File: src/rtl/mem_arbiter.sv
// Two-requester arbiter in front of a single-port synchronous RAM (IDLE/ISSUE/DATA FSM).
// Define MEM_ARBITER_FIXED_PRIO_EN to resolve ties always toward requester 0 instead of round-robin.
module mem_arbiter #(
  parameter int ADDR_W = 6,
  parameter int DATA_W = 32
) (
  input  logic              clk,
  input  logic              rst_n,
  input  logic              req0,
  input  logic              req1,
  input  logic              we0,
  input  logic              we1,
  input  logic [ADDR_W-1:0] addr0,
  input  logic [ADDR_W-1:0] addr1,
  input  logic [DATA_W-1:0] wdata0,
  input  logic [DATA_W-1:0] wdata1,
  output logic              gnt0,
  output logic              gnt1,
  output logic              rvalid0,
  output logic              rvalid1,
  output logic [DATA_W-1:0] rdata0,
  output logic [DATA_W-1:0] rdata1,
  output logic [ADDR_W-1:0] Mem_Addr,
  output logic              Mem_Write,
  output logic              Mem_Read,
  output logic [DATA_W-1:0] Mem_Wdata,
  input  logic [DATA_W-1:0] Mem_Rdata,
  output logic              busy
);

  typedef enum logic [1:0] {
    IDLE  = 2'd0,
    ISSUE = 2'd1,
    DATA  = 2'd2
  } state_t;

  state_t              state_q, state_d;
  logic                win_q, win_d;
  logic                we_q, we_d;
  logic [ADDR_W-1:0]   addr_q, addr_d;
  logic [DATA_W-1:0]   wdata_q, wdata_d;
  logic [DATA_W-1:0]   rdata0_q, rdata0_d;
  logic [DATA_W-1:0]   rdata1_q, rdata1_d;
  logic                pick1_s;

`ifdef MEM_ARBITER_FIXED_PRIO_EN
  // Requester 1 only wins when requester 0 is silent.
  always_comb begin
    pick1_s = ~req0;
  end
`else
  logic last_q, last_d;

  // Round-robin: on a tie the requester not served last wins.
  always_comb begin
    if (req0 && req1) begin
      pick1_s = ~last_q;
    end else begin
      pick1_s = req1;
    end
  end

  // Pointer follows every grant.
  always_comb begin
    if (gnt0 || gnt1) begin
      last_d = gnt1;
    end else begin
      last_d = last_q;
    end
  end

  // Reset value 1 makes requester 0 win the first tie.
  always_ff @(posedge clk or negedge rst_n) begin
    if (!rst_n) begin
      last_q <= 1'b1;
    end else begin
      last_q <= last_d;
    end
  end
`endif

  // Next state, latch of the winning command and all pulse outputs.
  always_comb begin
    state_d   = state_q;
    win_d     = win_q;
    we_d      = we_q;
    addr_d    = addr_q;
    wdata_d   = wdata_q;
    rdata0_d  = rdata0_q;
    rdata1_d  = rdata1_q;
    gnt0      = 1'b0;
    gnt1      = 1'b0;
    rvalid0   = 1'b0;
    rvalid1   = 1'b0;
    Mem_Write = 1'b0;
    Mem_Read  = 1'b0;
    case (state_q)
      IDLE: begin
        if (req0 || req1) begin
          gnt0    = ~pick1_s;
          gnt1    = pick1_s;
          win_d   = pick1_s;
          we_d    = pick1_s ? we1 : we0;
          addr_d  = pick1_s ? addr1 : addr0;
          wdata_d = pick1_s ? wdata1 : wdata0;
          state_d = ISSUE;
        end else begin
          state_d = IDLE;
        end
      end
      ISSUE: begin
        Mem_Write = we_q;
        Mem_Read  = ~we_q;
        state_d   = we_q ? IDLE : DATA;
      end
      DATA: begin
        // rdata is passed through during the rvalid cycle and held afterwards.
        if (win_q) begin
          rvalid1  = 1'b1;
          rdata1_d = Mem_Rdata;
        end else begin
          rvalid0  = 1'b1;
          rdata0_d = Mem_Rdata;
        end
        state_d = IDLE;
      end
      default: begin
        state_d = IDLE;
      end
    endcase
  end

  // State and datapath registers.
  always_ff @(posedge clk or negedge rst_n) begin
    if (!rst_n) begin
      state_q  <= IDLE;
      win_q    <= 1'b0;
      we_q     <= 1'b0;
      addr_q   <= {ADDR_W{1'b0}};
      wdata_q  <= {DATA_W{1'b0}};
      rdata0_q <= {DATA_W{1'b0}};
      rdata1_q <= {DATA_W{1'b0}};
    end else begin
      state_q  <= state_d;
      win_q    <= win_d;
      we_q     <= we_d;
      addr_q   <= addr_d;
      wdata_q  <= wdata_d;
      rdata0_q <= rdata0_d;
      rdata1_q <= rdata1_d;
    end
  end

  assign rdata0    = rdata0_d;
  assign rdata1    = rdata1_d;
  assign Mem_Addr  = addr_q;
  assign Mem_Wdata = wdata_q;
  assign busy      = (state_q != IDLE);

endmodule

File: config.mk
export PLATFORM = sky130hd
export DESIGN_NAME = mem_arbiter
export DESIGN_NICKNAME = d
export VERILOG_FILES = /design/src/rtl/mem_arbiter.sv
export SDC_FILE = /design/constraint.sdc
export NUM_CORES = 1
export LEC_CHECK = 0
export ABC_AREA = 1
export ABC_CLOCK_PERIOD_IN_PS = 1400
export CAP_MARGIN = 15
export CORE_MARGIN = 4
export CORE_UTILIZATION = 41
export DETAILED_ROUTE_END_ITERATION = 12
export PLACE_DENSITY = 0.8
export SYNTH_ARGS = -nofsm -noshare
export SYNTH_HDL_FRONTEND = slang
export SYNTH_SLANG_ARGS = --single-unit
File: constraint.sdc
create_clock -name clk -period 1.4 [get_ports clk]
set_input_delay 0.28 -clock clk [delete_from_list [all_inputs] [get_ports clk]]
set_output_delay 0.28 -clock clk [all_outputs]
set_load 0.05 [all_outputs]
# --- After elaboration in Yosys (flattened, before gate mapping) ---
# Cells that the tools add are included.
totals:
  input_bits: 114
  word_cells: 40
  ff_bits: 107
op_classes:
  bitwise_logic: 3
  reduce_logical: 6
  n_mux: 21
  eq_ne: 2
op_table:
  columns: ["op", "count"]
  rows:
  - ["two-way mux 32 bit", 5]
  - ["two-way mux 1 bit", 13]
  - ["two-way mux 6 bit", 1]
  - ["case mux 2 bit (2 select lines)", 1]
  - ["inverter 1 bit", 3]
  - ["equality test 2 x 1 -> 1 bit (second input constant)", 1]
  - ["equality test 2 bit (second input constant)", 1]
  - ["logical NOT 2 bit", 1]
  - ["logical OR 1 bit", 2]
  - ["two-way mux 2 bit", 1]
  - ["AND reduction 2 bit", 1]
  - ["nonzero test 2 bit", 1]
  - ["logical AND 1 bit", 1]

# --- Longest topological paths before layout ---
# Gate-level depths: netlist (run 1).
logic_depth:
  depth_word: 6
  depth_mapped: 7
  mapped_depth_nobuf: 6

# --- Least setup slack after synthesis (run 1) ---
# No wires, ideal clock.
synth_timing:
  path_type: "register to output"
  startpoint: "reg state_q[1]"
  endpoint: "out gnt0"
  slack_ns: -0.662
  stages_incl_launch_ff: 7
  t_arrival_ns: 1.782
  cell_sequence: "dfrtp_1 > inv_2 > nand2_2 > nor2_2 > inv_2 > buf_2 > nor2_1"
synth_between:
  elab_chain_cells: 2
synth_lines:
  columns: ["item", "line", "source"]
  rows:
  - ["from (decl)", "37", "state_t state_q, state_d;"]
  - ["from (signal assigned)", "144", "state_q <= state_d;"]
  - ["logical NOT 2 bit", "97", "case (state_q)"]
  - ["two-way mux 1 bit", "97", null]
  - ["to (decl)", "17", "output logic gnt0,"]
# No other way between the ends.

# --- Final worst setup path (run 1) ---
layout_timing:
  startpoint: "reg state_q[0]"
  endpoint: "out rdata1[1]"
layout_between:
  elab_chain_cells: 2
layout_lines:
  columns: ["item", "line", "source"]
  rows:
  - ["equality test 2 bit", "97", null]
  - ["two-way mux 32 bit", "97", null]
  - ["to (decl)", "22", "output logic [DATA_W-1:0] rdata1,"]
# No other way between the ends.

==> flow_summary.json, run 1 <==
{
  "tns_ps": -38450,
  "setup_violations": 113,
  "synth_adder_area_share_pct": 0,
  "worst-r2r-setup-slack_ps": -290,
  "fp.dieH_um": 115,
  "cts_tree": "built",
  "crit_start": "state_q[0]$_DFF_PN0_",
  "start_util_pct": 42.5,
  "cp-start-kind": "flop",
  "nets": 965,
  "h-tree-depth": 3,
  "numPortBuffers": 222,
  "whs_ps": 438,
  "crit_path_top_delay_cell": "dfrtp_1",
  "core-area_um2": 11000,
  "fin_ws_ps": -536,
  "met1Wirelength_um": 7250,
  "ios": 223,
  "dp_hpwl_um": 12700,
  "status": "finished, violations left",
  "r2r_cells": 11,
  "drc": 0,
  "worstMarginPinSlew_ps": 444,
  "ir_drop_uv": 2370,
  "yosysWarningCount": 0,
  "hold_viol": 0,
  "met3WireLength_um": 1850,
  "clock_latency_ps": 340,
  "synthDistinctLibCells": 18,
  "final_common_cell": "nand2_1",
  "clockBufferDepth": 2,
  "synth_area_per_cell_um2": 7.91,
  "endpoint": "rdata1[1]",
  "p_total_uw": 31800,
  "area_delta_synth_final_pct": 112,
  "synth_compound_area_share_pct": 3.43,
  "syn_nets": 705,
  "arrival_ps": 1660,
  "root_buffer": "clkbuf_16",
  "maxCapViolations": 0,
  "crit_path_end_kind": "output port",
  "numCtsBuffers": 9,
  "leakage_uw": 0.00470,
  "worst_ep_required_time_ps": 1120,
  "yosysSeqAreaShare_pct": 57.3,
  "critPathKind": "flop to output port",
  "netlist_area_um2": 4670,
  "period_needed_ps": 1940,
  "synth-simple-area-share_pct": 34.6,
  "synthMuxAreaShare_pct": 0,
  "synth_top_family_by_area": "simple AND/OR/NAND/NOR gates",
  "die_area_um2": 13200,
  "cp_max_fo": 11,
  "power_density_nw_per_um2": 3210,
  "std_cell_rows": 38,
  "crit-reg2reg-launch": "state_q[0]$_DFF_PN0_",
  "violations": "setup timing",
  "antenna_found_initial": 0,
  "yosysTopAreaCellShare_pct": 56.8,
  "wire_per_inst_um": 21.6,
  "synth_cells": 591,
  "routabilityCongestion": 0.827,
  "ant_nets": 0,
  "reg2reg_to": "Mem_Wdata[31]$_DFFE_PN0P_",
  "grt_pass1_wl_um": 26800,
  "final_util_pct": 90.1,
  "crit_path_cell_trace": "inv_2 -> nand3_4 -> inv_8 -> clkbuf_16 -> nand2_1 -> nand2_2 -> buf_12",
  "slowest_delay_ps": 380,
  "overflow": 0,
  "skew_ps": 7.45,
  "routed_wl_um": 21500,
  "drv_slew": 0,
  "clkSinkCount": 107,
  "wl_met2_um": 11500,
  "grt_use_total_pct": 25.8,
  "grt_max_degree": 40,
  "via_count": 5493,
  "viasPerCell": 5.52,
  "rsz0062_at_grt": "true",
  "fp.dieW_um": 115,
  "synth_area_leaders": "dfrtp_1, nand2_1, nand3_1",
  "drt_iter0_drc": 420,
  "relSlewSlack_pct": 70.4,
  "max_freq_mhz": 516,
  "place_area_um2": 8860,
  "layout_common_cells": "nand2_1, buf_12, clkdlybuf4s50_1",
  "fin_crit_sh_pct": 138,
  "routed.top_layer": "met4",
  "min_path_type": "input port to async pin",
  "grt_pass1_vias": 5384,
  "drive_above_1_share_pct": 42.3,
  "fin_area_um2": 9900,
  "synthXorXnorAreaFrac_pct": 0,
  "n_antenna_cell": 0,
  "synth_top_area_cell": "dfrtp_1",
  "first_pass_iters": 6,
  "path_clk_slew_ps": 70,
  "ys_seq_elements": 107
}
Yosys cell counts, drive strengths merged:
cell type  instances
nand2            357
dfrtp            106
nand3             40
o21ai             32
buf               24
clkbuf            11
inv                9
nor2               5
nand3b             3
nor3               2
and3               1
dfstp              1
logic make-up (layout without fill, tap and decap cells):
kind of cell / count (synthesis) / count (layout)
flip-flops: 107 / 107
AND/OR/NAND/NOR: 408 / 408
buffers and inverters: 44 / 309
AO/OA/AOI/OAI: 32 / 32
report_power, final:
group | leakage, uW | internal, uW | total, uW | switching (uW)
Sequential | 0.00130 | 4650 | 5810 | 1160
Clock | 0.000136 | 1270 | 2470 | 1190
Combinational | 0.00326 | 10600 | 23500 | 13000
how the worst min path moves through the flow:
stage           from                 endpoint  slack, ps  depth (start not counted)
3_5_place_dp   rst_n   rdata0_q[14]$_DFF_PN0_        190                          1
5_1_grt        rst_n     state_q[1]$_DFF_PN0_        460                          2
2_1_floorplan  rst_n  Mem_Addr[0]$_DFFE_PN0P_        -20                          0
4_1_cts        rst_n   rdata0_q[14]$_DFF_PN0_        400                          2
3_3_place_gp   rst_n   rdata0_q[14]$_DFF_PN0_        190                          1
6_report       rst_n     state_q[1]$_DFF_PN0_        440                          2
state kept, by name, indices dropped and copies added, names as in the netlist:
signal,flops
Mem_Wdata,32
we_q,1
win_q,1
Mem_Addr,6
rdata0_q,32
rdata1_q,32
last_q,1
state_q,2
per-layer routing:
| metal | vias to the layer above | global-route usage, % |
|---|---|---|
| met3 | 83 | 7.37 |
| met1 | 2699 | 29.3 |
| met4 | 0 | 8.61 |
| met5 | - | 0 |
| li1 | 2360 | - |
| met2 | 351 | 46.6 |
critical path, delay by kind of cell (launching register included):
kind / cells / cell delay [ps]
and+or+nand+nor: 3 / 350
buffers and inverters: 4 / 580
DFF: 1 / 380
cell type report:
| type | count | area [um^2] |
|---|---|---|
| inverter | 9 | 46.3 |
| multi-input combinational | 440 | 2610 |
| clock buffer | 10 | 239 |
| tap | 140 | 175 |
| clock inverter | 6 | 46.3 |
| sequential | 107 | 2680 |
| timing repair buffer | 284 | 4100 |
| fill | 438 | 1080 |
repair_timing:
| item | 4_1_cts | 5_1_grt |
|---|---|---|
| resized for setup | 51 | 90 |
| setup endpoints to repair | 110 | 112 |
| gates cloned | 0 | 7 |
| hold buffers | 1 | 0 |
| hold endpoints to repair | 13 | 0 |
| pin swaps | 6 | 13 |
| buffers inserted | 5 | 10 |
stage by stage:
stage | setup WS, ps | instances
5_1_grt | -602 | 996
6_report | -536 | 996
2_1_floorplan | -304 | 591
3_5_place_dp | -242 | 957
3_3_place_gp | -218 | 957
4_1_cts | -463 | 979
(Power assumes the default switching activity.)
==> run 2, diff against run 1 <==
==> constraint.sdc (replaced) <==
create_clock -name clk -period 1.4 [get_ports clk]
set_input_delay 0.35 -clock clk [delete_from_list [all_inputs] [get_ports clk]]
set_output_delay 0.35 -clock clk [all_outputs]
set_load 0.05 [all_outputs]
==> run 2 against run 1 <==
  * The flow still finishes with violations (setup timing)
  * Utilization is 6.3 points higher
  * Worst hold slack better by 31 ps
  * Final cell count is 5.3% higher
  * Largest cell class unchanged
  * Largest power group unchanged
==> flow_summary.json, run 2 (synthesis results as in run 1) <==
{
  "status": "finished, violations left",
  "violations": "setup timing",
  "cp-start-kind": "flop",
  "place_inst": 979,
  "ir_drop_uv": 2440,
  "hold_viol": 0,
  "core-area_um2": 11000,
  "ant_nets": 0,
  "crit_path_cell_trace": "inv_4 -> nand2_8 -> buf_12 -> o21ai_0 -> nand2_2 -> buf_12",
  "cpMostUsedCell": "buf_12",
  "cts_tree": "built",
  "drt_iter0_drc": 601,
  "final_common_cell": "nand2_1",
  "die_area_um2": 13200,
  "worstMarginPinSlew_ps": 468,
  "area_delta_synth_final_pct": 127,
  "overflow": 0,
  "crit_path_top_delay_cell": "dfrtp_1",
  "nets": 1018,
  "reg2reg_to": "Mem_Wdata[17]$_DFFE_PN0P_",
  "first_pass_iters": 6,
  "viasPerCell": 5.92,
  "slowest_delay_ps": 430,
  "grt_max_degree": 40,
  "max_freq_mhz": 457,
  "drc": 0,
  "h-tree-depth": 3,
  "tns_ps": -58570,
  "clockBufferDepth": 2,
  "numCtsBuffers": 9,
  "relSlewSlack_pct": 68.5,
  "layout_common_cells": "nand2_1, buf_12, clkdlybuf4s50_1",
  "endpoint": "rdata0[5]",
  "stdcell_count": 1049,
  "cp_top_family": "buffers and inverters",
  "maxCapViolations": 0,
  "place_area_um2": 9040,
  "arrival_ps": 1840,
  "crit_start": "state_q[0]$_DFF_PN0_",
  "leakage_uw": 0.00510,
  "skew_ps": 6.26,
  "grt_use_total_pct": 27.2,
  "antenna_found_initial": 0,
  "rsz0062_at_grt": "true",
  "clock_latency_ps": 340,
  "via_count": 6207,
  "period_needed_ps": 2190,
  "wire_per_inst_um": 25.3,
  "n_antenna_cell": 0,
  "dp_hpwl_um": 13100,
  "fp.dieH_um": 115,
  "crit_buf_inv": 3,
  "crit_path_end_kind": "output port",
  "power_density_nw_per_um2": 3280,
  "critical_path_cell_count": 6,
  "cp_max_fo": 12,
  "drive_above_1_share_pct": 47.7,
  "grt_pass1_wl_um": 28100,
  "min_path_type": "input port to async pin",
  "clkSinkCount": 107,
  "numPortBuffers": 222,
  "setup_violations": 150,
  "drv_slew": 0,
  "whs_ps": 468,
  "r2r_cells": 11,
  "fin_crit_sh_pct": 156,
  "fin_ws_ps": -788,
  "grt_pass1_vias": 5489,
  "root_buffer": "clkbuf_16",
  "ios": 223,
  "fin_area_um2": 10600,
  "pre_cts_ws_ps": -350,
  "worst_ep_required_time_ps": 1050,
  "routabilityCongestion": 0.894,
  "fp.dieW_um": 115,
  "crit-reg2reg-launch": "state_q[0]$_DFF_PN0_",
  "critPathKind": "flop to output port",
  "routed_wl_um": 26600,
  "start_util_pct": 42.5,
  "path_clk_slew_ps": 70,
  "worst-r2r-setup-slack_ps": -300,
  "std_cell_rows": 38
}
run 2: cell types whose count changed in the layout (fill, tap and decap cells not counted), sizes merged:
cell      before  now
inv           12    9
buf          165  213
clkinv         1    0
clkinvlp       2    0
clkbuf        16   26
bufinv         0    1
run 2: where the power goes:
group	internal (uW)	switching (uW)	leakage [uW]
logic	12000	14100	0.00365
registers	4660	1320	0.00130
clock network	1540	1170	0.000150
run 2: worst register-to-register path: stages, from the launching register on:
cell	delay [ps]
dfrtp_1	420
inv_4	70
buf_4	130
buf_6	120
nand2_8	90
nor2_4	40
buf_4	140
buf_6	120
buf_12	140
clkbuf_16	160
nand2_2	60
nand2_1	70
run 2: per-layer routing:
metal / vias to the layer above / global-route usage, % / routed length [um]
li1: 2463 / - / -
met4: 0 / 11.0 / 1950
met2: 585 / 49.8 / 13300
met3: 189 / 6.21 / 2550
met1: 2970 / 30.6 / 8760
met5: - / 0 / 0
run 2: what timing repair did:
action	4_1_cts	5_1_grt
endpoints found under the hold margin	19	0
setup buffers	10	32
resized for setup	40	143
hold buffers	1	0
endpoints found under the setup margin	77	117
pin swaps	2	14
cloned	1	13
run 2: stage by stage:
stage	power (uW)	utilization, %
2_1_floorplan	16200	-
3_3_place_gp	27000	82.3
3_5_place_dp	27500	82.3
4_1_cts	30700	87.4
5_1_grt	35500	96.4
6_report	34700	96.4
run 2: final cells by class:
class                           instances  area [um^2]
Inverter                                9         48.8
Fill cell                             203          394
Sequential cell                       107         2680
Tap cell                              140          175
Multi-Input combinational cell        440         2700
Timing Repair Buffer                  337         4680
Clock inverter                          1         30.0
Clock buffer                           15          278
run 2: worst min-delay path by stage:
stage | from | to | slack [ps] | cells past startpoint
global route | rst_n | rdata1_q[29]$_DFF_PN0_ | 480 | 2
global placement | rst_n | rdata1_q[29]$_DFF_PN0_ | 290 | 1
floorplan | rst_n | Mem_Addr[0]$_DFFE_PN0P_ | 50 | 0
CTS | rst_n | rdata1_q[29]$_DFF_PN0_ | 480 | 2
finish | rst_n | rdata1_q[22]$_DFF_PN0_ | 470 | 2
detailed placement | rst_n | rdata1_q[29]$_DFF_PN0_ | 300 | 1
